**config.mk**
```make
export PLATFORM = sky130hd
export DESIGN_NAME = contador_programa
export DESIGN_NICKNAME = d
export VERILOG_FILES = /design/src/rtl/contador_programa.sv
export SDC_FILE = /design/constraint.sdc
export NUM_CORES = 1
export LEC_CHECK = 0
export BUFFER_PORTS_ARGS = -buffer_cell sky130_fd_sc_hd__buf_2
export CAP_MARGIN = 20
export CORE_ASPECT_RATIO = 1.25
export CORE_MARGIN = 10
export CORE_UTILIZATION = 52
export CTS_CLUSTER_SIZE = 14
export DETAILED_ROUTE_END_ITERATION = 8
export GPL_ROUTABILITY_DRIVEN = 1
export PLACE_DENSITY = 0.88
export SETUP_SLACK_MARGIN = 0.2
export SKIP_LAST_GASP = 1
export SYNTH_ARGS = -nofsm -noshare
export SYNTH_HDL_FRONTEND = slang
export SYNTH_SLANG_ARGS = --single-unit
```
**constraint.sdc**
```tcl
create_clock -name clk -period 4.35 [get_ports clk]
set_clock_uncertainty 0.15 [all_clocks]
set_input_delay 0.435 -clock clk [delete_from_list [all_inputs] [get_ports clk]]
set_output_delay 0.435 -clock clk [all_outputs]
set_load 0.01 [all_outputs]
```
**src/rtl/contador_programa.sv**
```systemverilog
// contador_programa: ARM fetch-path program counter with branch redirect and imem request handshake.
// Latency: branch_valid -> new pc in 1 cycle; imem_ready -> fetch_valid in 0 cycles (combinational).
// Backpressure: pc and imem_req hold until imem_ready; stall drops the request and freezes the pc.
// Optional feature macro: CONTADOR_LINK_EN (BL link address output); default build ties link outputs to 0.
module contador_programa #(
  parameter logic [31:0] RESET_PC    = 32'h0000_0000,
  parameter logic [31:0] PC_STEP     = 32'd4,
  parameter logic [31:0] PIPE_OFFSET = 32'd8
) (
  input  logic        clk,
  input  logic        reset,
  input  logic        stall,
  input  logic        branch_valid,
  input  logic        branch_link,
  input  logic [31:0] branch_pc,
  input  logic [31:0] branch_offset,
  input  logic        imem_ready,
  output logic [31:0] pc,
  output logic        imem_req,
  output logic        fetch_valid,
  output logic        redirect,
  output logic        link_valid,
  output logic [31:0] link_addr
);

  typedef enum logic [1:0] {
    S_BOOT  = 2'd0,
    S_RUN   = 2'd1,
    S_STALL = 2'd2
  } state_t;

  state_t      state;
  state_t      state_next;
  logic [31:0] pc_next;
  logic [31:0] target_sum;
  logic [31:0] target;
  logic        branch_take;

  // Branch target: PC read-ahead plus aligned offset, wrapping mod 2^32, forced word-aligned.
  always_comb begin
    target_sum = branch_pc + PIPE_OFFSET + branch_offset;
    target     = {target_sum[31:2], 2'b00};
  end

  // Next-state and request decode; reset suppresses any request in its own cycle.
  always_comb begin
    state_next = state;
    imem_req   = 1'b0;
    case (state)
      S_BOOT: begin
        state_next = S_RUN;
      end
      S_RUN: begin
        imem_req = ~stall;
        if (stall) begin
          state_next = S_STALL;
        end
      end
      S_STALL: begin
        if (!stall) begin
          state_next = S_RUN;
        end
      end
      default: begin
        state_next = S_BOOT;
      end
    endcase
    if (reset) begin
      imem_req = 1'b0;
    end
  end

  // Handshake completion and branch acceptance (branches are ignored while booting or in reset).
  always_comb begin
    fetch_valid = imem_req & imem_ready;
    branch_take = branch_valid & (state != S_BOOT) & ~reset;
  end

  // PC selection: a branch wins over the sequential step even if the fetch was accepted.
  always_comb begin
    pc_next = pc;
    if (branch_take) begin
      pc_next = target;
    end else if (fetch_valid) begin
      pc_next = pc + PC_STEP;
    end
  end

  // State, pc and redirect pulse registers.
  always_ff @(posedge clk) begin
    if (reset) begin
      state    <= S_BOOT;
      pc       <= RESET_PC;
      redirect <= 1'b0;
    end else begin
      state    <= state_next;
      pc       <= pc_next;
      redirect <= branch_take;
    end
  end

`ifdef CONTADOR_LINK_EN
  logic        link_valid_q;
  logic [31:0] link_addr_q;
  logic        link_take;

  // A link is produced only by an accepted BL.
  always_comb begin
    link_take = branch_take & branch_link;
  end

  // One-cycle link pulse with the return address; the address reads 0 when no link is valid.
  always_ff @(posedge clk) begin
    if (reset) begin
      link_valid_q <= 1'b0;
      link_addr_q  <= 32'h0000_0000;
    end else begin
      link_valid_q <= link_take;
      link_addr_q  <= link_take ? (branch_pc + 32'd4) : 32'h0000_0000;
    end
  end

  // Drive the link outputs from their registers.
  always_comb begin
    link_valid = link_valid_q;
    link_addr  = link_addr_q;
  end
`else
  logic unused_branch_link;

  // Link feature absent: outputs tied off, BL flag has no effect.
  always_comb begin
    link_valid         = 1'b0;
    link_addr          = 32'h0000_0000;
    unused_branch_link = branch_link;
  end
`endif

endmodule

```
# After elaboration in Yosys (flattened, before gate mapping)
# Index checks and enable logic that the tools add are counted.
# totals
memories	0
mem_bits_ro	0
latch_bits	0
mem_bits_rw	0
ff_bits	35
out_inout_bits	68
elab_cells	28
# op_classes
multipliers	0
bitwise	5
shifts	0
eq_ne	4
n_addsub	3
div_mod_pow	0
n_mux	7
magnitude_cmp	0
n_reduce_logical	5
# op_table
cell	count
$mux W32	2
$add A32 B3 Y32 const B	1
$add A32 B32 Y32	1
$add A32 B4 Y32 const B	1
$pmux W2 S3	1
$mux W2	2
$ne A2 B2 Y1 const B	2
$reduce_bool A2 Y1	2
$and A1 B1 Y1	3
$eq A2 B1 Y1 const B	1
$eq A2 B2 Y1 const B	1
$logic_not A2 Y1	1
$mux W1	2
$not A1 Y1	2
$reduce_and A2 Y1	1
$reduce_or A2 Y1	1

# Depth between registers and ports, before layout
# logic_depth
ltp_word	6
depth_mapped	12

# Least setup slack after synthesis
# Ideal clock, no wire load.
# synth_path
path_type	input port to flip-flop
from	input port branch_pc[14]
to	register pc[30]
slack_ps	1152
setup_time_ps	144
t_arrival_ps	2904
required_time_ps	4056
path_stages	10
path_cell_list	ha_1 ha_1 a31o_2 a221oi_1 nand3b_1 a21oi_1 a221oi_1 o31ai_1 nor4_1 a311oi_1
# synth_between
elab_chain_cells	3
# synth_rtl
element	line	text
start: declaration	15	input logic [31:0] branch_pc,
$add A32 B4 Y32	41	target_sum = branch_pc + PIPE_OFFSET + branch_offset;
$add A32 B32 Y32	41	
$mux W32	82	if (branch_take) begin
end signal: assignment	97	pc <= pc_next;
end: declaration	18	output logic [31:0] pc,
# Every way passes these cells.
# A chain may end at the register's enable or synchronous reset.

# Worst setup path after layout
# layout_path
from	input port branch_pc[5]
to	register pc[31]
# The elaborated chain is that of the path after synthesis.

==> qor.csv <==
stage,metric,value,unit
route,post_drt_via_cell_ratio,5.84,
hold_path,hold_class,input pin to flop,
floorplan,core.rowCount,35,
layout,fillCellCount,655,
worst_setup_path,setup.worst_path.start_class,input pin,
yosys,synthMuxAreaShare,0.253,%
layout,drive_above_1_share,20.7,%
sta,fmax,307,MHz
yosys,yosys.area_share.xor_xnor,12.2,%
layout,layout.nets,709,
sta,final.setup.worst_slack,1.09,ns
yosys,syn-cell-area,3950,µm²
placed_design,dp_hpwl,8.85,mm
sta,fin_crit,3.26,ns
clock_tree,cts.sinks,33,
global_route,grt_overflow,0,
route,dr.first_iter.drc_count,243,
yosys,yosysTopAreaCell,ha_1,
sta,slew_headroom,54.6,%
route,route.antenna.remaining_nets,0,
yosys,synth_top_family_by_area,compound AO/OA/AOI/OAI gates,
route,wl_per_cell,16.2,µm
sta,period_share,75.0,%
placed_design,place_congestion,0.901,
yosys,synth_area_leaders,"ha_1, dfxtp_1, xnor2_1",
floorplan,io_pins,138,
placed_design,pre_cts_ws,0.907,ns
power_and_ir_drop,p_int,0.801,mW
sta,setup_viol,0,
power_and_ir_drop,pwr-share-clk,27.4,%
job,maxCapViolCount,0,
clock_tree,root_buffer,clkbuf_8,
power_and_ir_drop,power_density,282,nW/µm²
clock_tree,cts_resized,0,
global_route,grt_max_degree,36,
yosys,synth-edff-count,0,
sta,finalMaxSlewViolations,0,
route,drc,0,
yosys,synthTopCellsByCount,"ha_1, nor2_1, xnor2_1",
global_route,grt_use_total,17.5,%
power_and_ir_drop,power,1.28,mW
clock_tree,post_cts_buffers,0,
power_and_ir_drop,power.switching,0.476,mW
worst_setup_path,crit_type,input pin to flop,
sta,tightest_slew,0.680,ns
power_and_ir_drop,p_leak,2.23,nW
yosys,synth_compound_area_share,21.7,%
global_route,grt_pass1_wl,17.8,mm
floorplan,core_area,7400,µm²
yosys,avgSynthCellArea,8.15,µm²
yosys,synth_seq_cells,33,
clock_tree,postCtsHoldBufs,0,
clock_tree,cts_tree,built,
yosys,async_reset_ff_share,0,%
clock_tree,clockBufferDepth,2,
route,drtPass1Iterations,5,
yosys,synthSimpleGateAreaFrac,19.5,%
yosys,synth_ff_type,dfxtp_1,
yosys,synthCells,485,
route,wl,10.8,mm
yosys,post-synth-top-count-cell,ha_1,
sta,hold_viol_final,0,
status,outcome,completed,
power_and_ir_drop,ir_worst_vdd,0.226,mV
clock_tree,cts_max_level,2,
yosys,synth_warnings,0,
global_route,antenna_found_initial,0,
layout,area_delta_synth_final,14.4,%
floorplan,dieHeight,117,µm
yosys,synth_top_area_share,19.0,%
clock_tree,numCtsBuffers,5,
clock_tree,clkSlewWorstSetupHoldPaths,0.07,ns
route,vias,3920,
power_and_ir_drop,combinationalPowerShare,43.7,%
worst_setup_path,crit_fanout,5,
floorplan,die-area,11500,µm²
yosys,synth_cell_types,58,
floorplan,die_x,98.0,µm
worst_setup_path,cp_data_arrival_time,3.28,ns
power_and_ir_drop,switching_share,37.3,%
layout,antennaDiodeCount,0,
placed_design,io_buffers,101,
floorplan,start_util,53.4,%
global_route,grt_pass1_vias,3997,
yosys,seq_area_frac_synth,16.7,%
worst_setup_path,required,4.37,ns
sta,fin_tns_setup,0,ns
yosys,synth_fa_ha_area_share,19.7,%
sta,rsz0062_at_grt,no,
power_and_ir_drop,p_seq_share,29.0,%
worst_setup_path,end_kind,flop,
clock_tree,clk_latency,0.30,ns
==> registers in the layout, summed over array words and instances (netlist names) <==
signal and flops:
state 2, redirect 1, pc 30
==> stage by stage <==
step                      std cells  hold slack, ns  instance area (µm²)  util (%)
after floorplan                 519           0.394                 4080         -
after global placement          663           0.408                 4390      59.3
after detailed placement        663           0.445                 4390      59.3
after CTS                       671           0.283                 4520      61.1
after global routing            671           0.292                 4520      61.1
final                           671           0.279                 4520      61.1
==> cell families (layout without fill, tap and decap cells) <==
logic type | count (synthesis) | after routing
AND/OR/NAND/NOR | 142 | 142
XOR/XNOR | 55 | 55
other | 1 | 35
AO/OA/AOI/OAI | 125 | 125
multiplexers | 1 | 1
flip-flops | 33 | 33
adder cells (fa/ha/maj) | 62 | 62
buffers and inverters | 66 | 126
==> power by group through the flow <==
stage / clock network (mW) / registers [mW] / logic (mW)
after CTS: 0.349 / 0.368 / 0.551
after global placement: 0 / 0.372 / 0.529
after floorplan: 0 / 0.383 / 0.401
after detailed placement: 0 / 0.375 / 0.545
final: 0.349 / 0.370 / 0.558
after global routing: 0.360 / 0.374 / 0.616
==> final timing paths <==
check	depth (start not counted)	slack, ns	start	to
worst max-delay path	11	1.09	branch_pc[5]	pc[31]
worst min-delay path	2	0.28	stall	state[1]
worst max register to register	8	1.46	state[1]	pc[29]
worst min register to register	2	0.45	state[1]	state[1]
==> cell usage in the layout, fill, tap and decap left out, types with 4 or more instances in the layout <==
master    count
a211o_1       4
a211oi_1     23
a21o_1       18
a21oi_1      28
a31oi_1       4
and3_1        9
and4_1        7
buf_2       101
clkbuf_8      5
conb_1       35
dfxtp_1      33
ha_1         60
inv_1        14
nand2_1      23
nand2b_1      5
nand3_1      16
nand4_1      17
nor2_1       39
nor3_1        6
o21a_1        5
o21ai_0      11
o21bai_1      6
xnor2_1      37
xor2_1       18
==> critical path: stages <==
cell,delay [ns]
buf_2,0.10
ha_1,0.29
ha_1,0.37
a21o_1,0.20
a21oi_1,0.24
a21oi_1,0.15
o21ai_1,0.20
a41oi_1,0.20
a221o_1,0.44
a2111oi_0,0.57
a311oi_1,0.08
==> final cells by class <==
class | instances | area, µm² | area share, %
Multi-Input combinational cell | 420 | 3030 | 67.1
Inverter | 14 | 52.6 | 1.16
Timing Repair Buffer | 104 | 528 | 11.7
Tap cell | 92 | 115 | 2.54
Sequential cell | 33 | 661 | 14.6
Clock inverter | 3 | 65.1 | 1.44
Clock buffer | 5 | 68.8 | 1.52
==> per-layer routing <==
metal	vias to the layer above	global-route usage, %	wire length, µm
li1	1911	-	-
met3	21	4.70	763
met1	1835	18.4	4280
met4	0	6.74	261
met2	153	31.7	5540
met5	-	0	0
(Power assumes the default switching activity.)
